$ cat src/rtl/acc_pkg.sv
// Shared types and constants for the acc_diff running-sum decoder.
// The entry struct only exists when ACC_DIFF_STAMP_EN is defined.
package acc_pkg;

  localparam int ACC_WIDTH = 32;
  localparam int STAMP_W   = 32;

  typedef enum logic {
    RUN  = 1'b0,
    HALT = 1'b1
  } acc_diff_state_t;

`ifdef ACC_DIFF_STAMP_EN
  typedef struct packed {
    logic [STAMP_W-1:0]   stamp;
    logic [ACC_WIDTH-1:0] delta;
  } acc_entry_t;
`endif

endpackage

$ cat src/rtl/acc_fifo.sv
// First-word fall-through FIFO with occupancy count and synchronous clear.
// When empty, dout keeps showing the most recently popped entry.
module acc_fifo #(
  parameter int DEPTH = 4,
  parameter int EW    = 32
) (
  input  logic                   clk,
  input  logic                   rst_n,
  input  logic                   clr,
  input  logic                   push,
  input  logic                   pop,
  input  logic [EW-1:0]          din,
  output logic [EW-1:0]          dout,
  output logic                   full,
  output logic                   empty,
  output logic [$clog2(DEPTH):0] level
);

  localparam int AW = $clog2(DEPTH);

  logic [EW-1:0] mem_q [DEPTH];
  logic [EW-1:0] mem_d [DEPTH];
  logic [AW-1:0] wr_q, wr_d;
  logic [AW-1:0] rd_q, rd_d;
  logic [AW:0]   lvl_q, lvl_d;
  logic [EW-1:0] hold_q, hold_d;
  logic          push_ok, pop_ok;

  assign empty   = (lvl_q == '0);
  assign full    = (lvl_q == (AW+1)'(DEPTH));
  assign pop_ok  = pop & ~empty;
  assign push_ok = push & (~full | pop_ok);
  assign level   = lvl_q;
  assign dout    = empty ? hold_q : mem_q[rd_q];

  always_comb begin
    mem_d  = mem_q;
    wr_d   = wr_q;
    rd_d   = rd_q;
    lvl_d  = lvl_q;
    hold_d = hold_q;
    if (clr) begin
      wr_d  = '0;
      rd_d  = '0;
      lvl_d = '0;
    end else begin
      if (push_ok) begin
        mem_d[wr_q] = din;
        wr_d        = wr_q + 1'b1;
      end
      if (pop_ok) begin
        hold_d = mem_q[rd_q];
        rd_d   = rd_q + 1'b1;
      end
      lvl_d = lvl_q + {{AW{1'b0}}, push_ok} - {{AW{1'b0}}, pop_ok};
    end
  end

  always_ff @(posedge clk or negedge rst_n) begin
    if (!rst_n) begin
      for (int i = 0; i < DEPTH; i++) mem_q[i] <= '0;
      wr_q   <= '0;
      rd_q   <= '0;
      lvl_q  <= '0;
      hold_q <= '0;
    end else begin
      mem_q  <= mem_d;
      wr_q   <= wr_d;
      rd_q   <= rd_d;
      lvl_q  <= lvl_d;
      hold_q <= hold_d;
    end
  end

endmodule

$ cat src/rtl/acc_diff.sv
// Recovers per-sample increments from an accumulator's running-sum stream.
// Define ACC_DIFF_STAMP_EN to attach a sample-time stamp to every delta (stamp_out).
module acc_diff
  import acc_pkg::*;
#(
  parameter int WIDTH = ACC_WIDTH,
  parameter int DEPTH = 4
) (
  input  logic                   clk,
  input  logic                   reset,
  input  logic                   clr,
  input  logic                   sum_vld,
  input  logic [WIDTH-1:0]       sum_in,
  output logic                   delta_vld,
  input  logic                   delta_rdy,
  output logic [WIDTH-1:0]       delta_out,
  output logic                   rst_seen,
  output logic                   ovf,
`ifdef ACC_DIFF_STAMP_EN
  output logic [STAMP_W-1:0]     stamp_out,
`endif
  output logic [$clog2(DEPTH):0] level
);

`ifdef ACC_DIFF_STAMP_EN
  localparam int EW = WIDTH + STAMP_W;
`else
  localparam int EW = WIDTH;
`endif

  acc_diff_state_t state_q, state_d;
  logic [WIDTH-1:0] prev_q, prev_d;
  logic             ovf_q, ovf_d;
  logic             rst_seen_q, rst_seen_d;

  logic             take, is_rep, is_rst, push_req, pop, drop, push;
  logic             fifo_full, fifo_empty;
  logic [WIDTH-1:0] delta;
  logic [EW-1:0]    entry_in, entry_out;

  always_ff @(posedge clk or negedge reset) begin
    if (!reset) begin
      state_q    <= RUN;
      prev_q     <= '0;
      ovf_q      <= 1'b0;
      rst_seen_q <= 1'b0;
    end else begin
      state_q    <= state_d;
      prev_q     <= prev_d;
      ovf_q      <= ovf_d;
      rst_seen_q <= rst_seen_d;
    end
  end

  always_comb begin
    state_d = state_q;
    if (clr)       state_d = RUN;
    else if (drop) state_d = HALT;
  end

  // Sample classification; a dropped push still advances prev.
  always_comb begin
    take     = (state_q == RUN) & sum_vld;
    is_rep   = (sum_in == prev_q);
    is_rst   = (sum_in == '0) & (prev_q != '0);
    delta    = sum_in - prev_q;
    push_req = take & ~is_rep & ~is_rst;
    pop      = delta_vld & delta_rdy;
    drop     = push_req & fifo_full & ~pop & ~clr;
    push     = push_req & ~drop & ~clr;
    prev_d     = clr ? '0 : (take ? sum_in : prev_q);
    ovf_d      = ~clr & (ovf_q | drop);
    rst_seen_d = ~clr & take & is_rst;
  end

`ifdef ACC_DIFF_STAMP_EN
  logic [STAMP_W-1:0] cnt_q, cnt_d;

  assign cnt_d = clr ? '0 : cnt_q + 1'b1;

  always_ff @(posedge clk or negedge reset) begin
    if (!reset) cnt_q <= '0;
    else        cnt_q <= cnt_d;
  end

  assign entry_in  = {cnt_q, delta};
  assign stamp_out = entry_out[WIDTH +: STAMP_W];
`else
  assign entry_in = delta;
`endif

  acc_fifo #(
    .DEPTH (DEPTH),
    .EW    (EW)
  ) u_fifo (
    .clk   (clk),
    .rst_n (reset),
    .clr   (clr),
    .push  (push),
    .pop   (delta_rdy),
    .din   (entry_in),
    .dout  (entry_out),
    .full  (fifo_full),
    .empty (fifo_empty),
    .level (level)
  );

  assign delta_vld = ~fifo_empty;
  assign delta_out = entry_out[WIDTH-1:0];
  assign rst_seen  = rst_seen_q;
  assign ovf       = ovf_q;

endmodule

$ cat config.mk
export PLATFORM = sky130hd
export DESIGN_NAME = acc_diff
export DESIGN_NICKNAME = d
export VERILOG_FILES = /design/src/rtl/acc_pkg.sv /design/src/rtl/acc_fifo.sv /design/src/rtl/acc_diff.sv
export SDC_FILE = /design/constraint.sdc
export NUM_CORES = 1
export LEC_CHECK = 0
export CORE_ASPECT_RATIO = 1.1
export CORE_MARGIN = 8
export CORE_UTILIZATION = 40
export CTS_BUF_LIST = sky130_fd_sc_hd__clkbuf_4 sky130_fd_sc_hd__clkbuf_8
export DETAILED_ROUTE_END_ITERATION = 10
export GPL_ROUTABILITY_DRIVEN = 0
export PLACE_DENSITY = 0.55
export SYNTH_ARGS = -nofsm -noshare
export SYNTH_HDL_FRONTEND = slang
export SYNTH_SLANG_ARGS = --single-unit
export TNS_END_PERCENT = 1
$ cat constraint.sdc
create_clock -name clk -period 3.9 [get_ports clk]
set_input_delay 0.78 -clock clk [delete_from_list [all_inputs] [get_ports clk]]
set_output_delay 0.78 -clock clk [all_outputs]
set_load 0.05 [all_outputs]
==> run_results.csv <==
group,metric,value,unit
detailed_routing,route.detailed.drc,0,
pwr,peakVddDrop,563,uV
logic_synthesis,synth-async-reset-ratio,100,%
logic_synthesis,synth_top_cell_by_area,"dfrtp_1",
worst_setup_path,crit_arrival,3.79,ns
global_route,grt_max_degree,81,
floorplanning,die_area,33800,sq um
final_layout,area_delta_synth_final,18.7,%
clock_network,post_cts_resized,0,
logic_synthesis,ys_seq_area_share,44.9,%
clock_network,clock_path_buffers,3,
final_layout,fillers,2642,
flow_run,cap_violations,0,
final_layout,final_cell_mix,"201 x dfrtp_1, 197 x nand2_1, 115 x mux2_2",
detailed_routing,vias,8037,
sta,maxSlewViolCount,0,
final_layout,fin_area,13400,sq um
global_route,antenna_found_initial,0,
clock_network,htreeDepth,2,
worst_setup_path,worstSetupEndpointType,"register",
detailed_routing,drt_pass1_iterations,5,
sta,rsz0062_at_grt,"false",
sta,tightest_slew,0.697,ns
min_path,holdCritPathClass,"in2async",
logic_synthesis,synthTopCellsByArea,"dfrtp_1 45%, mux2_2 12%, nand2_1 6.6%",
place,post-place-cells,1481,
place,place_area,12500,sq um
sta,fin_crit_sh,85.4,%
sta,hold_violations,0,
floorplanning,initial_utilization,40.5,%
floorplanning,die_w,176,um
worst_setup_path,cp_data_required_time,4.36,ns
final_layout,layout.nets,1233,
pwr,p_per_area,780,nW/um^2
sta,worst_slack,0.570,ns
floorplanning,ios,75,
logic_synthesis,synth.distinct_cells,70,
clock_network,path_clk_slew,0.06,ns
logic_synthesis,netlist_area,11300,sq um
clock_network,clockRootBuffer,"clkbuf_8",
worst_setup_path,start_kind,"input pin",
detailed_routing,via_per_inst,5.21,
detailed_routing,drt_wl_total,28400,um
worst_setup_path,path_max_fanout,4,
logic_synthesis,synthCells,1058,
floorplanning,num_rows,64,
place,dp_slack,0.0453,ns
detailed_routing,wl_per_cell,18.4,um
place,hpwl,20200,um
outcome,outcome,"finished, final reports clean",
final_layout,stdcell_count,1544,
clock_network,cts_hold_buf,0,
sta,setup_tns,0,ns
detailed_routing,final_antenna_net_count,0,
floorplanning,die_y,192,um
sta,relSlewSlack,53.5,%
final_layout,n_antenna_cell,0,
floorplanning,core,27800,sq um
clock_network,cts_setup_buffers,0,
clock_network,cts_buffers,37,
logic_synthesis,synth-edff-count,0,
final_layout,final_common_cell,"dfrtp_1",
logic_synthesis,synth_seq_cells,202,
detailed_routing,drtIter0Drc,426,
logic_synthesis,syn_avg_cell_area,10.6,sq um
final_layout,regArea,5060,sq um
final_layout,drive_above_1_share,28.1,%
sta,setup_violations,0,
clock_network,clock_latency,0.54,ns
logic_synthesis,synth.top_cell.area_share,44.9,%
clock_network,cts_tree,"yes",
worst_setup_path,path_class,"in2reg",
global_route,grt_first_pass_wirelength,46500,um
global_route,grt-ovfl-total,0,
clock_network,clock_sinks,202,
final_layout,utilization,48.1,%
global_route,track_usage,17.2,%
sta,min_period,3.33,ns
sta,clock_skew,0.0354,ns
sta,max_freq,300,MHz
pwr,leakagePower,6.01,nW
logic_synthesis,syn_nets,1134,
place,port_buffers,74,
logic_synthesis,yosysWarnings,0,
final_layout,multi_input_area,5730,sq um
global_route,grt_pass1_vias,8369,
logic_synthesis,ys.flop_type,"dfrtp_1",
[kinds of logic after synthesis]
logic type	Yosys count	synth area share, %
buffers and inverters	112	4.26
adders and majority gates	39	4.47
AOI/OAI and AO/OA	177	10.2
DFF	202	44.9
xor gates and xnor gates	31	2.68
and+or+nand+nor	328	13.3
muxes	169	20.1
[metal layers]
metal | global-route usage (%) | wire [um] | up-vias | share of wire (%)
li1 | - | - | 3924 | -
met1 | 24.1 | 13700 | 3926 | 48
met2 | 27.1 | 13000 | 145 | 46
met3 | 2.91 | 1070 | 42 | 3.8
met4 | 4.86 | 556 | 0 | 2.0
met5 | 0 | 0 | - | 0
[sequential cells by signal, summed over array words and instances, names as in the netlist]
name           cells
ovf                1
prev_q            32
rst_seen           1
state_q            1
u_fifo.hold_q     32
u_fifo.level       3
u_fifo.mem_q     128
u_fifo.rd_q        2
u_fifo.wr_q        2
[path summary, 6_finish.rpt]
path / from / end / slack [ns] / cells after the start
hold reg to reg: u_fifo.mem_q[79] / u_fifo.mem_q[79] / 0.47 / 2
setup / recovery: sum_in[0] / u_fifo.mem_q[76] / 0.57 / 12
max in group asynchronous: reset / u_fifo.hold_q[17] / 2.74 / 2
min in group clk: u_fifo.mem_q[79] / u_fifo.mem_q[79] / 0.47 / 2
hold / removal: reset / u_fifo.hold_q[5] / 0.30 / 1
setup reg to reg: prev_q[22] / u_fifo.level[2] / 0.95 / 11
[cell type report]
type | count | share of cell area (%)
tap | 363 | 3.40
multi-input combinational | 744 | 42.9
timing repair buffer | 125 | 8.40
clock inverter | 5 | 0.824
sequential | 202 | 37.9
clock buffer | 58 | 5.32
inverter | 47 | 1.32
[cells in the mapped netlist (3+ instances only)]
master	instances
dfrtp_1	202
nand2_1	197
mux2_2	115
a21oi_1	63
inv_1	44
nor2_1	42
ha_1	37
o21ai_0	37
mux4_2	32
clkbuf_1	30
buf_2	26
a21o_1	22
nor4_1	20
xnor2_1	18
nand3_1	14
nand4_1	14
mux2_1	10
nor3_1	10
mux2i_1	9
xor2_1	9
o21ai_1	8
nor2b_1	6
a211o_1	5
buf_4	5
nand2b_1	5
o21a_1	5
a21oi_2	4
a22oi_1	4
o211ai_1	4
buf_1	3
inv_2	3
mux2_4	3
nand4_2	3
o21bai_1	3
[stage by stage]
step                      hold slack [ns]  total power [mW]
after detailed placement            0.463              8.29
after floorplan                     0.441              6.84
after CTS                           0.300              10.6
after global routing                0.325              11.1
final                               0.300              10.4
after global placement              0.456              8.22
[power breakdown]
group          switching [mW]  internal, mW  leakage [nW]  total [mW]
clock network           0.884          1.36         0.434        2.24
logic                    2.75          2.09          2.99        4.84
registers               0.432          2.91          2.58        3.35
total                    4.06          6.36          6.01        10.4
[worst max-delay path, cell delays in order]
cell and delay (ns):
clkdlybuf4s50_1 0.50, inv_1 0.05, ha_1 0.21, fa_1 0.45, nor2b_4 0.14, o31a_1 0.20
o21a_1 0.17, o21ai_0 0.10, and2b_1 0.22, o31a_1 0.25, xnor2_1 0.46, mux2_2 0.26
No activity file was read; power rests on OpenSTA's default activity.
